### config.mk
export PLATFORM = sky130hd
export DESIGN_NAME = branch_redirect_ctrl
export DESIGN_NICKNAME = d
export VERILOG_FILES = /design/src/rtl/branch_redirect_ctrl_pkg.sv /design/src/rtl/branch_redirect_ctrl_sat_counter.sv /design/src/rtl/branch_redirect_ctrl.sv
export SDC_FILE = /design/constraint.sdc
export NUM_CORES = 1
export LEC_CHECK = 0
export BUFFER_PORTS_ARGS = -buffer_cell sky130_fd_sc_hd__buf_2
export CORE_ASPECT_RATIO = 0.6
export CORE_MARGIN = 2
export CORE_UTILIZATION = 30
export CTS_BUF_LIST = sky130_fd_sc_hd__clkbuf_8 sky130_fd_sc_hd__clkbuf_16
export CTS_CLUSTER_DIAMETER = 150
export DETAILED_ROUTE_END_ITERATION = 16
export GPL_TIMING_DRIVEN = 1
export PLACE_DENSITY = 0.56
export SLEW_MARGIN = 20
export SYNTH_ARGS = -nofsm -noshare
export SYNTH_HDL_FRONTEND = slang
export SYNTH_SLANG_ARGS = --single-unit
export TNS_END_PERCENT = 1
### constraint.sdc
create_clock -name clock -period 2 [get_ports clock]
set_input_delay 0.3 -clock clock [delete_from_list [all_inputs] [get_ports clock]]
set_output_delay 0.3 -clock clock [all_outputs]
set_load 0.01 [all_outputs]
### src/rtl/branch_redirect_ctrl_pkg.sv
// Shared definitions for the branch redirect controller: FSM state
// encodings, the squash counter width, common branch FUNCT3 codes and the
// redirect decision helper.
package branch_redirect_ctrl_pkg;

    // Redirect sequencer states
    typedef enum logic [1:0] {
        ST_IDLE   = 2'd0,
        ST_REDIR  = 2'd1,
        ST_SQUASH = 2'd2
    } redir_state_e;

    // Squash counter holds values 1..7
    localparam int SQ_CNT_W = 3;

    // Conditional branch FUNCT3 codes (RV32I)
    localparam logic [2:0] F3_BEQ  = 3'b000;
    localparam logic [2:0] F3_BNE  = 3'b001;
    localparam logic [2:0] F3_BLT  = 3'b100;
    localparam logic [2:0] F3_BGE  = 3'b101;
    localparam logic [2:0] F3_BLTU = 3'b110;
    localparam logic [2:0] F3_BGEU = 3'b111;

    // A jump always redirects; a conditional branch only when taken
    // (fetch predicts not-taken).
    function automatic logic needs_redirect(input logic jump,
                                            input logic branch,
                                            input logic taken);
        return jump | (branch & taken);
    endfunction

endpackage

### src/rtl/branch_redirect_ctrl_sat_counter.sv
// Width-parameterised saturating incrementer with enable. Sticks at
// all-ones instead of wrapping.
module branch_redirect_ctrl_sat_counter #(
    parameter int W = 16
) (
    input  logic         clock,
    input  logic         reset,
    input  logic         en,
    output logic [W-1:0] count
);

    // Increment on enable unless already at the all-ones ceiling
    always_ff @(posedge clock or negedge reset) begin
        if (!reset) begin
            count <= '0;
        end else if (en && (count != {W{1'b1}})) begin
            count <= count + 1'b1;
        end
    end

endmodule

### src/rtl/branch_redirect_ctrl.sv
// Redirect sequencer for branches/jumps resolved in EX. Fetch predicts
// not-taken, so every taken branch or jump sends a registered redirect to
// fetch, flushes the wrong-path instructions in IF/ID and ID/EX, then holds
// the IF/ID flush for SQUASH_CYC cycles until the new path enters the pipe.
//
// Redirect handshake: redir_valid/redir_pc form a valid/ready channel.
// Once redir_valid rises, redir_valid and redir_pc stay unchanged until the
// rising edge where redir_valid & fetch_ready are both 1; that edge is the
// transfer. redir_valid never drops without a transfer (except by reset).
module branch_redirect_ctrl
    import branch_redirect_ctrl_pkg::*;
#(
    parameter int ADDR_W     = 32,
    parameter int SQUASH_CYC = 1,
    parameter int STAT_W     = 16
) (
    input  logic              clock,
    input  logic              reset,
    input  logic              ex_valid,
    input  logic              ex_stall,
    input  logic              ex_branch,
    input  logic              ex_jump,
    input  logic              ex_taken,
    input  logic [ADDR_W-1:0] ex_target,
    input  logic              fetch_ready,
    output logic              redir_valid,
    output logic [ADDR_W-1:0] redir_pc,
    output logic              flush_ifid,
    output logic              flush_idex,
    output logic              busy,
    output logic [STAT_W-1:0] branch_cnt,
    output logic [STAT_W-1:0] taken_cnt,
    output redir_state_e      dbg_state
);

    localparam logic [SQ_CNT_W-1:0] SQ_LOAD = SQ_CNT_W'(SQUASH_CYC);

    redir_state_e        state;
    logic [SQ_CNT_W-1:0] sq_cnt;
    logic                ex_fire;
    logic                redirect_req;
    logic                branch_en;
    logic                taken_en;

    // A stalled EX instruction repeats; act only on the cycle it moves on
    always_comb begin
        ex_fire      = ex_valid & ~ex_stall;
        redirect_req = ex_fire & needs_redirect(ex_jump, ex_branch, ex_taken);
        // Statistics only on the correct path (IDLE); jumps never count
        branch_en    = (state == ST_IDLE) & ex_fire & ex_branch & ~ex_jump;
        taken_en     = branch_en & ex_taken;
    end

    assign dbg_state = state;

    // Redirect sequencer with registered outputs
    always_ff @(posedge clock or negedge reset) begin
        if (!reset) begin
            state       <= ST_IDLE;
            sq_cnt      <= '0;
            redir_valid <= 1'b0;
            redir_pc    <= '0;
            flush_ifid  <= 1'b0;
            flush_idex  <= 1'b0;
            busy        <= 1'b0;
        end else begin
            case (state)
                ST_IDLE: begin
                    if (redirect_req) begin
                        state       <= ST_REDIR;
                        redir_pc    <= ex_target;
                        redir_valid <= 1'b1;
                        flush_ifid  <= 1'b1;
                        flush_idex  <= 1'b1;
                        busy        <= 1'b1;
                    end
                end
                ST_REDIR: begin
                    // EX holds wrong-path work here; only fetch_ready matters
                    if (fetch_ready) begin
                        state       <= ST_SQUASH;
                        sq_cnt      <= SQ_LOAD;
                        redir_valid <= 1'b0;
                        flush_idex  <= 1'b0;
                    end
                end
                ST_SQUASH: begin
                    sq_cnt <= sq_cnt - 1'b1;
                    if (sq_cnt == SQ_CNT_W'(1)) begin
                        state      <= ST_IDLE;
                        flush_ifid <= 1'b0;
                        busy       <= 1'b0;
                    end
                end
                default: begin
                    state       <= ST_IDLE;
                    redir_valid <= 1'b0;
                    flush_ifid  <= 1'b0;
                    flush_idex  <= 1'b0;
                    busy        <= 1'b0;
                end
            endcase
        end
    end

    branch_redirect_ctrl_sat_counter #(.W(STAT_W)) u_branch_cnt (
        .clock (clock),
        .reset (reset),
        .en    (branch_en),
        .count (branch_cnt)
    );

    branch_redirect_ctrl_sat_counter #(.W(STAT_W)) u_taken_cnt (
        .clock (clock),
        .reset (reset),
        .en    (taken_en),
        .count (taken_cnt)
    );

endmodule
; After elaboration in Yosys (flattened, before gate mapping)
; Cells that the tools add are included.
[word_totals]
ff_bits = 71
output_inout_bits = 70
inputBits = 40
elab_cells = 50
[classes]
mux = 11
n_reduce_logical = 9
add_sub_neg = 3
n_bitwise = 12
eq_ne = 8
[op_table]
columns = cell, count
row1 = "16-bit by 1-bit adder with 16-bit output, second input constant", 2
row2 = "16-bit inequality test, second input constant", 2
row3 = 3-bit AND reduction, 3
row4 = 1-bit AND, 7
row5 = 2-bit two-way mux, 3
row6 = "2-bit inequality test, second input constant", 3
row7 = 1-bit one-hot mux with 3 select lines, 2
row8 = 2-bit one-hot mux with 3 select lines, 1
row9 = 3-bit one-hot mux with 2 select lines, 1
row10 = 1-bit inverter, 4
row11 = 2-bit AND reduction, 2
row12 = "3-bit by 1-bit equality test with 1-bit output, second input constant", 1
row13 = 1-bit two-way mux, 3
row14 = 3-bit two-way mux, 1
row15 = "3-bit by 1-bit subtractor with 3-bit output, second input constant", 1
row16 = "2-bit by 1-bit equality test with 1-bit output, second input constant", 1
row17 = "2-bit equality test, second input constant", 1
row18 = 1-bit logical AND, 2
row19 = 2-bit zero test, 1
row20 = 2-bit nonzero test, 1
row21 = 1-bit bitwise OR, 1

; Logic depth before layout (Yosys ltp)
[logic_depth]
depth_word = 7
ltp_mapped = 7

; Cells and area by module
; From an unflattened synthesis, not the netlist that was laid out.
[unflattened]
cells_unflattened = 257
area_unflattened_um2 = 3467.1
[modules_own_cells]
columns = mod, seq_area_each_um2, n_inst, cells_each, area_each_um2
row1 = branch_redirect_ctrl, 975.9, 1, 108, 1722.9
row2 = branch_redirect_ctrl_sat_counter at u_branch_cnt, 400.4, 1, 77, 884.6
row3 = branch_redirect_ctrl_sat_counter at u_taken_cnt, 400.4, 1, 72, 859.6

; Least setup slack after synthesis
; OpenSTA, ideal clock, no wires.
[synth_path]
path_kind = reg2reg
startpoint = register u_taken_cnt.count[0]
endpoint = register u_taken_cnt.count[1]
setup_time_ps = 125
path_slack_ps = 250
stages_incl_launch_ff = 7
t_required_ps = 1875
arrival_time_ps = 1625
path_buffers = 1
synth_period_minus_slack_ps = 1750
path_cell_list = dfrtp_1 ha_1 and4_1 and4b_1 buf_2 nor2_1 mux2_2
[synth_between]
elab_chain_len = 2
[synth_rtl]
columns = item, line_no
row1 = "start, declared", branch_redirect_ctrl_sat_counter.sv:9  ; output logic [W-1:0] count
row2 = "start signal, assigned", branch_redirect_ctrl_sat_counter.sv:17  ; count <= count + 1'b1;
row3 = branches (longest 2 deep; another with 16-bit by 1-bit adder with 16-bit output), n/a
; Several ways; the timed one is not identified.
; A chain may end at the register's enable or synchronous reset.

; Final worst setup path
; Ends and elaborated chain as after synthesis.

==> reports/results.ini <==
[pwr]
irDropWorstVdd_mv = 0.5040
finalPower_uw = 5166
p_leak_uw = 0.002148
pwr_density_cell_nw_per_um2 = 1193

[cells_and_area]
seq_area_um2 = 1777
multiInputGateArea_um2 = 1399
post-route-util_pct = 40.86
fillers = 1041
num_antenna_cells = 0
drive_above_1_share_pct = 46.48
nNetsFinal = 423
mostFrequentLayoutCells = buf_2 (108), dfrtp_1 (71), mux2_2 (31), xor2_1 (19), nand3_1 (13)
final_common_cell = buf_2
flow.area_growth_from_synthesis_pct = 32.26

[timing]
max_freq_mhz = 535.7
fin_tns_setup_ns = 0
worstMarginPinSlew_ns = 0.5637
finClkSkew_ns = 0.006458
period_needed_ns = 1.867
finalSetupViolCount = 0
slew_headroom_pct = 62.28
grt_setup_unrepaired = false
min_period_over_period_pct = 93.33
final-hold-violation-count = 0
final_max_slew_viol_count = 0

[logic_synthesis]
postSynthCellCount = 257
synth_nets = 301
synth_cell_types = 50
synthFlopType = dfrtp_1
synth_area_um2 = 3273
async_flop_share_pct = 100.0
synth.ff_latch_count = 71
ys_seq_area_share_pct = 54.28
avgSynthCellArea_um2 = 12.74
ys_warn_count = 0
synth-edff-count = 0

[route]
viasPerCell = 4.669
avgRoutedWirePerCell_um = 14.25
dr.pass1.iters = 4
drc = 0
wirelength_mm = 7.437
num_vias = 2437
antenna_left = 0
drt_first_iter_violations = 105

[clock_tree]
cts_max_level = 3
clock_sinks = 71
clkTransAtPathRegs_ns = 0.06
numCtsBuffers = 9
cts_tree = done
cts.root.buffer_cell = clkbuf_16
cts_buffer_depth = 2
post_cts_buffers = 0
clock_latency_ns = 0.33

[job]
maxCapViolations = 0

[global_route]
grt_usage_pct = 13.16
gr-total-overflow = 0
grt_start_max_net_pins = 33
antenna_found_initial = 0
grt_pass1_vias = 2364
grt_first_pass_wirelength_mm = 12.25

[critical_path]
cp.depth = 5
rr_worst_depth = 5
critPathArrivalTime_ns = 2.08
worstPathCellList = ha_1, and4_1, and4b_1, nor2_1, mux2_2
max_stage_delay_ns = 0.42
path_buf_inv = 0
path_class = flip-flop to flip-flop
cp_top_family = simple AND/OR/NAND/NOR gates
cp.required_ns = 2.21
critical_path.slowest_cell = dfrtp_1
start_kind = flip-flop
cp-end-kind = flip-flop
worstPathMaxFanout = 10

[run_status]
status = finished, final reports clean

[min_path]
hold_path_class = primary input to flip-flop
holdPathStages = 2

[floorplan]
io-pin-count = 110
die_h_um = 84.91
start_util_pct = 30.89
rows = 29
core_um2 = 10600
die_w_um = 138.9
die-area_um2 = 11790

[placed_design]
dpl.hpwl_mm = 5.567
io_buffer_count = 109
gp_congestion = 0.7716

[Yosys cell counts (2+ instances only)]
cell type,instances,area share [%]
and3_1,4,0.76
mux2_1,2,0.69
nor4_2,2,0.76
nor3b_1,3,0.69
mux2_2,31,11
nand3_1,13,2.0
a211oi_1,2,0.46
and4b_1,2,0.61
ha_1,4,1.5
xor2_1,19,5.1
xnor2_1,9,2.4
buf_2,6,0.92
nor2_1,8,0.92
buf_4,2,0.46
nand2_1,7,0.80
buf_6,2,0.69
and4_1,5,1.3
o31ai_1,2,0.46
nor2b_1,2,0.38
nor3_1,6,0.92
nand4_1,7,1.3
inv_1,8,0.92
a21oi_1,9,1.4
o211ai_1,2,0.46
nand4b_1,2,0.54
dfrtp_1,71,54
nor4_1,4,0.76
[flip-flops by register name, summed over array words and instances (netlist names)]
signal and cells:
redir_pc 32, u_branch_cnt.count 16, dbg_state 2, sq_cnt 3, u_taken_cnt.count 16, busy 1, flush_idex 1
[repair_timing]
item                      in CTS  in global routing
hold endpoints to repair      30                  0
hold buffers                   1                  0
gates resized for setup        0                  0
[logic make-up (layout without fill, tap and decap cells)]
kind of cell	count (synthesis)	count (layout)	share of synthesized area, %
AOI/OAI and AO/OA	24	24	4.931
xor gates and xnor gates	28	28	7.493
adders and majority gates	4	4	1.529
buffers and inverters	18	144	2.982
DFF	71	71	54.28
muxes	35	35	12.12
and+or+nand+nor	77	77	16.67
[cell type report]
| class | instances | area share (%) |
|---|---|---|
| flip-flops and latches | 71 | 41.04 |
| multi-input cells | 168 | 32.31 |
| repair buffers | 121 | 15.38 |
| clock buffers | 12 | 6.156 |
| well taps | 139 | 4.017 |
| inverters | 8 | 0.6936 |
| clock inverters | 3 | 0.4046 |
[metrics by stage]
step | worst slack, ns | instances | hold WS, ns | instance area, um^2
global route | 0.02110 | 522 | 0.1897 | 4329
detailed placement | 0.1622 | 506 | 0.2715 | 4035
floorplan | 0.2504 | 257 | 0.004409 | 3273
CTS | 0.1417 | 522 | 0.1711 | 4329
global placement | 0.2208 | 506 | 0.2761 | 4035
finish | 0.1334 | 522 | 0.1870 | 4329
[final timing paths]
path | from | slack (ns) | end
worst min register to register | redir_pc[31] | 0.49 | redir_pc[31]
worst min-delay path | ex_target[31] | 0.19 | redir_pc[31]
min in group asynchronous | reset | 0.46 | redir_pc[9]
worst max-delay path | u_taken_cnt.count[0] | 0.13 | u_taken_cnt.count[1]
worst max register to register | u_taken_cnt.count[0] | 0.13 | u_taken_cnt.count[1]
max in group asynchronous | reset | 0.96 | u_branch_cnt.count[13]
[power by group]
part           internal (uW)  switching (uW)
registers               1880             279
logic                    776             725
clock network            929             574
total                   3590            1580
[metal layers]
layer	global-route usage, %	vias up	share of wire (%)
met2	17.87	71	41
met5	0	-	0
li1	-	1187	-
met3	4.458	8	5.5
met1	19.56	1171	52
met4	4.224	0	1.1
No activity file was read; power rests on OpenSTA's default activity.
